==> config.mk <==
export PLATFORM = sky130hd
export DESIGN_NAME = pwm_duty_selector
export DESIGN_NICKNAME = d
export VERILOG_FILES = /design/src/rtl/pwm_duty_selector.sv
export SDC_FILE = /design/constraint.sdc
export NUM_CORES = 1
export LEC_CHECK = 0
export CELL_PAD_IN_SITES_DETAIL_PLACEMENT = 0
export CELL_PAD_IN_SITES_GLOBAL_PLACEMENT = 2
export CORE_MARGIN = 2
export CORE_UTILIZATION = 30
export CTS_BUF_LIST = sky130_fd_sc_hd__clkbuf_16
export DETAILED_ROUTE_END_ITERATION = 7
export HOLD_SLACK_MARGIN = 0.03
export PLACE_DENSITY = 0.73
export SLEW_MARGIN = 30
export SYNTH_ARGS = -nofsm -noshare
export SYNTH_HDL_FRONTEND = slang
export SYNTH_SLANG_ARGS = --single-unit
==> constraint.sdc <==
create_clock -name clk -period 5.5 [get_ports clk]
set_input_delay 1.1 -clock clk [delete_from_list [all_inputs] [get_ports clk]]
set_output_delay 1.1 -clock clk [all_outputs]
set_load 0.05 [all_outputs]
==> src/rtl/pwm_duty_selector.sv <==
// -----------------------------------------------------------------------------
// pwm_duty_selector
//
// Front end for the PWM generator's 2-bit duty select. Two raw pushbuttons are
// synchronised (2-flop chain each), debounced by one small FSM per button, and
// turned into single-cycle step strobes that drive a saturating up/down duty
// register. Optional hold-to-repeat stepping while a button stays pressed.
//
// Parameters:
//   DEBOUNCE_CYCLES  cycles a synchronised level must stay stable (>= 1)
//   REPEAT_CYCLES    cycles between auto-repeat steps while held; 0 = off
//   RESET_DUTY       duty value loaded on reset (0..3)
//   CNT_W            width of debounce/repeat counters
//
// Ports:
//   clk           system clock, rising edge
//   reset         synchronous, active-high reset
//   btn_up        raw pushbutton, asynchronous, active-high
//   btn_down      raw pushbutton, asynchronous, active-high
//   duty_cycle    registered duty select to the PWM generator
//   duty_changed  one-cycle pulse while a newly changed duty_cycle is presented
//   at_max        duty_cycle == 3
//   at_min        duty_cycle == 0
// -----------------------------------------------------------------------------
module pwm_duty_selector #(
    parameter int         DEBOUNCE_CYCLES = 4,
    parameter int         REPEAT_CYCLES   = 0,
    parameter logic [1:0] RESET_DUTY      = 2'd0,
    parameter int         CNT_W           = 20
) (
    input  logic       clk,
    input  logic       reset,
    input  logic       btn_up,
    input  logic       btn_down,
    output logic [1:0] duty_cycle,
    output logic       duty_changed,
    output logic       at_max,
    output logic       at_min
);

    typedef enum logic [1:0] {
        IDLE,
        CHECK_PRESS,
        PRESSED,
        CHECK_RELEASE
    } btn_state_t;

    // Button index into the per-button arrays below.
    localparam int BTN_UP = 0;
    localparam int BTN_DN = 1;

    localparam bit             REPEAT_EN = (REPEAT_CYCLES > 0);
    localparam logic [CNT_W-1:0] DEB_LAST = CNT_W'(DEBOUNCE_CYCLES - 1);
    // Clamped so a disabled repeat never produces a negative terminal count.
    localparam logic [CNT_W-1:0] REP_LAST = CNT_W'(REPEAT_EN ? REPEAT_CYCLES - 1 : 0);

    logic [1:0]       w_raw;
    logic [1:0]       r_meta;
    logic [1:0]       r_sync;
    btn_state_t       r_state [2];
    logic [CNT_W-1:0] r_cnt   [2];
    logic [CNT_W-1:0] r_rcnt  [2];
    logic [1:0]       w_step;
    logic [1:0]       r_duty;
    logic             r_changed;

    assign w_raw = {btn_down, btn_up};

    // -------------------------------------------------------------------------
    // Two-flop synchronisers. r_sync is the only version of the buttons the
    // rest of the design looks at.
    // -------------------------------------------------------------------------
    // NOTE: sequential state is always written with <= so every flop samples
    // the pre-edge value of its neighbours, regardless of statement order.
    always_ff @(posedge clk) begin
        if (reset) begin
            r_meta <= '0;
            r_sync <= '0;
        end else begin
            r_meta <= w_raw;
            r_sync <= r_meta;
        end
    end

    // -------------------------------------------------------------------------
    // Step strobes. Decoded from the current FSM state so the duty register
    // updates on the very edge the FSM enters PRESSED (or hits a repeat).
    // -------------------------------------------------------------------------
    // NOTE: every output of a combinational block gets a default first, so no
    // path leaves it unassigned and no latch is inferred.
    always_comb begin
        w_step = '0;
        for (int b = 0; b < 2; b++) begin
            case (r_state[b])
                CHECK_PRESS: if (r_sync[b] && (r_cnt[b] == DEB_LAST)) w_step[b] = 1'b1;
                PRESSED:     if (REPEAT_EN && r_sync[b] && (r_rcnt[b] == REP_LAST)) w_step[b] = 1'b1;
                default:     ;
            endcase
        end
    end

    // -------------------------------------------------------------------------
    // Debounce FSMs, one per button, identical behaviour.
    // -------------------------------------------------------------------------
    always_ff @(posedge clk) begin
        if (reset) begin
            for (int b = 0; b < 2; b++) begin
                r_state[b] <= IDLE;
                r_cnt[b]   <= '0;
                r_rcnt[b]  <= '0;
            end
        end else begin
            for (int b = 0; b < 2; b++) begin
                case (r_state[b])
                    IDLE: begin
                        if (r_sync[b]) begin
                            r_state[b] <= CHECK_PRESS;
                            r_cnt[b]   <= '0;
                        end
                    end
                    CHECK_PRESS: begin
                        if (!r_sync[b]) begin
                            r_state[b] <= IDLE;
                        end else if (r_cnt[b] == DEB_LAST) begin
                            r_state[b] <= PRESSED;
                            r_rcnt[b]  <= '0;
                        end else begin
                            r_cnt[b] <= r_cnt[b] + CNT_W'(1);
                        end
                    end
                    PRESSED: begin
                        if (!r_sync[b]) begin
                            r_state[b] <= CHECK_RELEASE;
                            r_cnt[b]   <= '0;
                        end else if (REPEAT_EN) begin
                            // Repeat period restarts on every issued step.
                            if (r_rcnt[b] == REP_LAST) r_rcnt[b] <= '0;
                            else                       r_rcnt[b] <= r_rcnt[b] + CNT_W'(1);
                        end
                    end
                    CHECK_RELEASE: begin
                        // A bounce back high resumes the hold without stepping;
                        // only a full release debounce re-arms the button.
                        if (r_sync[b]) begin
                            r_state[b] <= PRESSED;
                            r_rcnt[b]  <= '0;
                        end else if (r_cnt[b] == DEB_LAST) begin
                            r_state[b] <= IDLE;
                        end else begin
                            r_cnt[b] <= r_cnt[b] + CNT_W'(1);
                        end
                    end
                    default: r_state[b] <= IDLE;
                endcase
            end
        end
    end

    // -------------------------------------------------------------------------
    // Saturating duty register. Simultaneous up and down steps cancel.
    // r_changed is set only when the value really moves.
    // -------------------------------------------------------------------------
    always_ff @(posedge clk) begin
        if (reset) begin
            r_duty    <= RESET_DUTY;
            r_changed <= 1'b0;
        end else begin
            r_changed <= 1'b0;
            if (w_step[BTN_UP] && !w_step[BTN_DN] && (r_duty != 2'd3)) begin
                r_duty    <= r_duty + 2'd1;
                r_changed <= 1'b1;
            end else if (w_step[BTN_DN] && !w_step[BTN_UP] && (r_duty != 2'd0)) begin
                r_duty    <= r_duty - 2'd1;
                r_changed <= 1'b1;
            end
        end
    end

    assign duty_cycle   = r_duty;
    assign duty_changed = r_changed;
    assign at_max       = (r_duty == 2'd3);
    assign at_min       = (r_duty == 2'd0);

endmodule

== Word level (Yosys, flattened, before mapping) ==
Memory sizes are Yosys's and may differ from the RTL's.
Cells that the tools add are included.
Cells by class
  $add $sub $neg: 4
  equal/unequal tests: 10
  multiplexer cells: 94
  bitwise gates (word level): 20
  reduce and logical (&&, ||, !) cells: 13
Operators with widths (number)
  2-to-1 mux 20 bit: 8
  2-to-1 mux 1 bit: 72
  adder 20 x 1 -> 20 bit, second input constant: 2
  == test 20 x 2 -> 1 bit, second input constant: 2
  2-to-1 mux 2 bit: 14
  bitwise OR 1 bit: 20
  == test 2 bit, second input constant: 5
  logical AND 1 bit: 6
  zero test 2 bit: 3
  == test 2 x 1 -> 1 bit, second input constant: 2
  nonzero test 2 bit: 2
  adder 2 x 1 -> 2 bit, second input constant: 1
  zero test 1 bit: 2
  inequality test 2 bit, second input constant: 1
  subtractor 2 x 1 -> 2 bit, second input constant: 1
Storage, ports and cells
  bits in registers: 7
  bits in writable memories: 44
  input port bits: 4
  output and inout bits: 5
  logic and storage cells: 147
  memories kept: 2
Memory list
  r_cnt: words 2, width 20, read ports 2, clocked after Yosys merged registers in 0, write ports 2, RTL line 61  | logic [CNT_W-1:0] r_cnt [2];
  r_state: words 2, width 2, read ports 2, clocked after Yosys merged registers in 0, write ports 2, RTL line 60  | btn_state_t r_state [2];

== Depth between registers and ports, before layout ==
  depth after elaboration: 10
  depth in mapped cells: 7
  mapped depth without buffers: 6

== Least setup slack after synthesis ==
OpenSTA, ideal clock, no wires.
  kind: input port to flip-flop
  start point: input port reset
  end point: memory r_cnt[0][0], enable pin
  library setup time: 376 ps
  arrival time: 2090 ps
  data required time: 5124 ps
  setup slack: 3034 ps
  cell stages on the path: 3
  path buffers: 2
  cell sequence: clkbuf_1 clkbuf_1 a21o_1
RTL lines
  start: declaration: RTL line 32  | input logic reset,
  end: declaration: RTL line 61

== Worst setup path in the final report ==
  start point: register r_duty[0], in the netlist duty_cycle[0]
  end point: output port at_max
Between the ends
  longest elaborated chain between the ends: 1
RTL lines
  start: declaration: RTL line 64  | logic [1:0] r_duty;
  start signal: assignment: RTL line 170  | r_duty <= r_duty + 2'd1;
  start signal: assignment: RTL line 173  | r_duty <= r_duty - 2'd1;
  == test 2 bit: RTL line 181  | assign at_max = (r_duty == 2'd3);
  end: declaration: RTL line 37  | output logic at_max,
No other way between the ends.

==> results.py <==
metrics = {
    "status": {
        "status": "completed",
    },
    "pwr": {
        "vdd_drop_max_v": 0.000200,
        "switching_share_pct": 32.2,
        "p_leak_nw": 1.02,
        "pwr-share-clk_pct": 27.5,
        "share_seq_of_total_power_pct": 52.0,
        "p_int_mw": 0.882,
        "powerDensity_nw_per_um2": 397,
        "comb_power_share_pct": 20.5,
        "p_switching_mw": 0.419,
    },
    "floorplan": {
        "ios": 9,
        "start_util_pct": 31.1,
        "core_area_um2": 9330,
        "die_w_um": 102,
        "die_h_um": 102,
        "die_area_um2": 10500,
        "rows": 35,
    },
    "sta": {
        "fmax_mhz": 353,
        "hold_violations": 0,
        "fin_crit_sh_pct": 51.6,
        "fin_skew_ns": 0.00562,
        "fin_tns_setup_ns": 0,
        "tightest_slew_ns": 0.863,
        "setup_violations": 0,
        "drv_slew": 0,
        "whs_ns": 0.442,
        "grt_setup_unrepaired": "no",
        "slew_headroom_pct": 42.5,
        "period_minus_slack_ns": 2.84,
    },
    "route": {
        "wl_per_cell_um": 13.3,
        "drc": 0,
        "drt_pass1_iterations": 4,
        "vias_per_cell": 4.76,
        "ant_nets": 0,
        "vias": 2031,
        "wl_mm": 5.70,
        "first_iter_violations": 99,
    },
    "synthesis": {
        "yosys-top-cells-area": "edfxtp_1, xnor2_1, nor2_1",
        "synth_cell_types": 43,
        "synth-warning-count": 0,
        "yosys-top-cells-count": "nor2_1, edfxtp_1, xnor2_1, nand2_1, nand3_1",
        "synth_edf_count": 44,
        "yosys.area.top_type": "edfxtp_1",
        "syn_area_per_cell_um2": 9.96,
        "synth_ff_type": "edfxtp_1",
        "syn_inst": 291,
        "syn_nets": 297,
        "ys_ff_latch": 51,
        "synth_top_area_share_pct": 45.6,
        "yosysMostFrequentCell": "nor2_1",
        "syn_area_um2": 2900,
        "seq_area_frac_synth_pct": 50.4,
        "async_reset_ff_share_pct": 0,
    },
    "clock_network": {
        "post-cts-setup-buffers": 0,
        "cts.sinks": 51,
        "cts_made_buffers": 5,
        "postCtsHoldBufs": 0,
        "cts_tree": "done",
        "cts.root.buffer_cell": "clkbuf_16",
        "clock_latency_ns": 0.28,
        "post_cts_resized": 0,
        "clock_path_buffers": 2,
        "cts.clk_slew.worst_paths_ns": 0.07,
        "h-tree-depth": 2,
    },
    "worst_setup_path": {
        "crit_arrival_ns": 1.74,
        "critPathLaunchType": "flop",
        "path_class": "flop to primary output",
        "cp_data_required_time_ns": 4.40,
        "cp-end-kind": "primary output",
        "worst-path-max-fanout": 7,
    },
    "placed_design": {
        "place.port_buffers": 8,
        "place.gp.congestion": 0.719,
        "place_area_um2": 3100,
        "dp_hpwl_mm": 3.89,
    },
    "cells_and_area": {
        "num-fill-cells": 933,
        "n_antenna_cell": 0,
        "finalNetCount": 303,
        "area_delta_synth_final_pct": 13.0,
        "utilization_pct": 35.1,
        "drive_above_1_share_pct": 6.71,
        "fin_area_um2": 3270,
    },
    "worst_hold_path": {
        "hp-class": "flop to flop",
    },
    "global_route": {
        "grt_pass1_vias": 1908,
        "grt_start_max_net_pins": 21,
        "grt_overflow_total": 0,
        "grtUsageTotal_pct": 11.9,
        "antenna_found_initial": 0,
        "grt_pass1_wl_mm": 9.72,
    },
    "job": {
        "max_cap_viol_count": 0,
    },
}
cell families after synthesis:
group	count (synthesis)	synth area share, %
xor gates and xnor gates	41	12.4
AOI/OAI and AO/OA	19	4.23
DFF	51	50.4
adders and majority gates	2	0.863
muxes	1	0.389
and+or+nand+nor	156	28.6
buffers and inverters	21	3.07
per-stage QoR:
step / std cells / setup WS [ns] / power [mW]
final: 427 / 2.66 / 1.30
after detailed placement: 419 / 2.38 / 0.952
after floorplan: 291 / 3.03 / 0.872
after global placement: 419 / 2.43 / 0.952
after CTS: 427 / 2.66 / 1.32
after global routing: 427 / 2.48 / 1.39
flip-flops by register name (all words and copies together) (netlist names):
register      count
duty_cycle        2
r_sync            2
r_state           4
duty_changed      1
r_cnt            40
r_meta            2
layout make-up:
class | count | area [um^2] | share of cell area (%)
well taps | 129 | 161 | 4.93
multi-input cells | 219 | 1350 | 41.2
flip-flops and latches | 51 | 1460 | 44.6
clock inverters | 1 | 3.75 | 0.115
clock buffers | 7 | 175 | 5.35
repair buffers | 8 | 80.1 | 2.45
inverters | 12 | 45.0 | 1.38
per-layer routing:
| layer | vias to the layer above | global-route usage (%) | wire (um) | part of all wire (%) |
|---|---|---|---|---|
| li1 | 1044 | - | - | - |
| met1 | 958 | 17.3 | 2940 | 52 |
| met2 | 25 | 18.0 | 2540 | 45 |
| met3 | 4 | 1.98 | 156 | 2.7 |
| met4 | 0 | 3.69 | 60 | 1.1 |
| met5 | - | 0 | 0 | 0 |
final timing paths:
path,startpoint,endpoint,slack [ns],depth (start not counted)
max reg2reg,r_cnt[1][0],r_cnt[1][11],3.01,6
min,r_meta[0],r_sync[0],0.44,1
min reg2reg,r_meta[0],r_sync[0],0.44,1
max,duty_cycle[0],at_max,2.66,2
power groups by stage:
stage          sequential [mW]  clock, mW  combinational (mW)
3_3_place_gp             0.682          0               0.269
5_1_grt                  0.696      0.382               0.308
6_report                 0.677      0.358               0.266
4_1_cts                  0.675      0.373               0.271
3_5_place_dp             0.684          0               0.268
2_1_floorplan            0.636          0               0.236
critical path, stage by stage, from the launching register on:
cell and delay (ns):
dfxtp_1 0.44, and2_1 0.20, clkdlybuf4s50_1 0.82
cells in the final DEF, fill, tap and decap left out, types with 2 or more instances in the layout:
cell	netlist	final
ha_1	2	2
or2_2	2	2
xnor2_1	26	26
a21oi_1	7	7
edfxtp_1	44	44
nand2b_1	2	2
nand2_1	21	21
dfxtp_1	7	7
clkbuf_16	0	7
and4_1	4	4
nor2_1	51	51
xor2_1	15	15
nand4_1	6	6
and2_1	2	2
and3_1	5	5
nor4_1	13	13
and4_2	2	2
nor2b_1	5	5
inv_1	12	13
o21ai_0	5	5
or4_1	2	2
nor4b_1	2	2
or3_1	2	2
nand3_1	16	16
nand3b_1	2	2
nor3_1	12	12
clkdlybuf4s50_1	0	8
No activity file was read; power rests on OpenSTA's default activity.
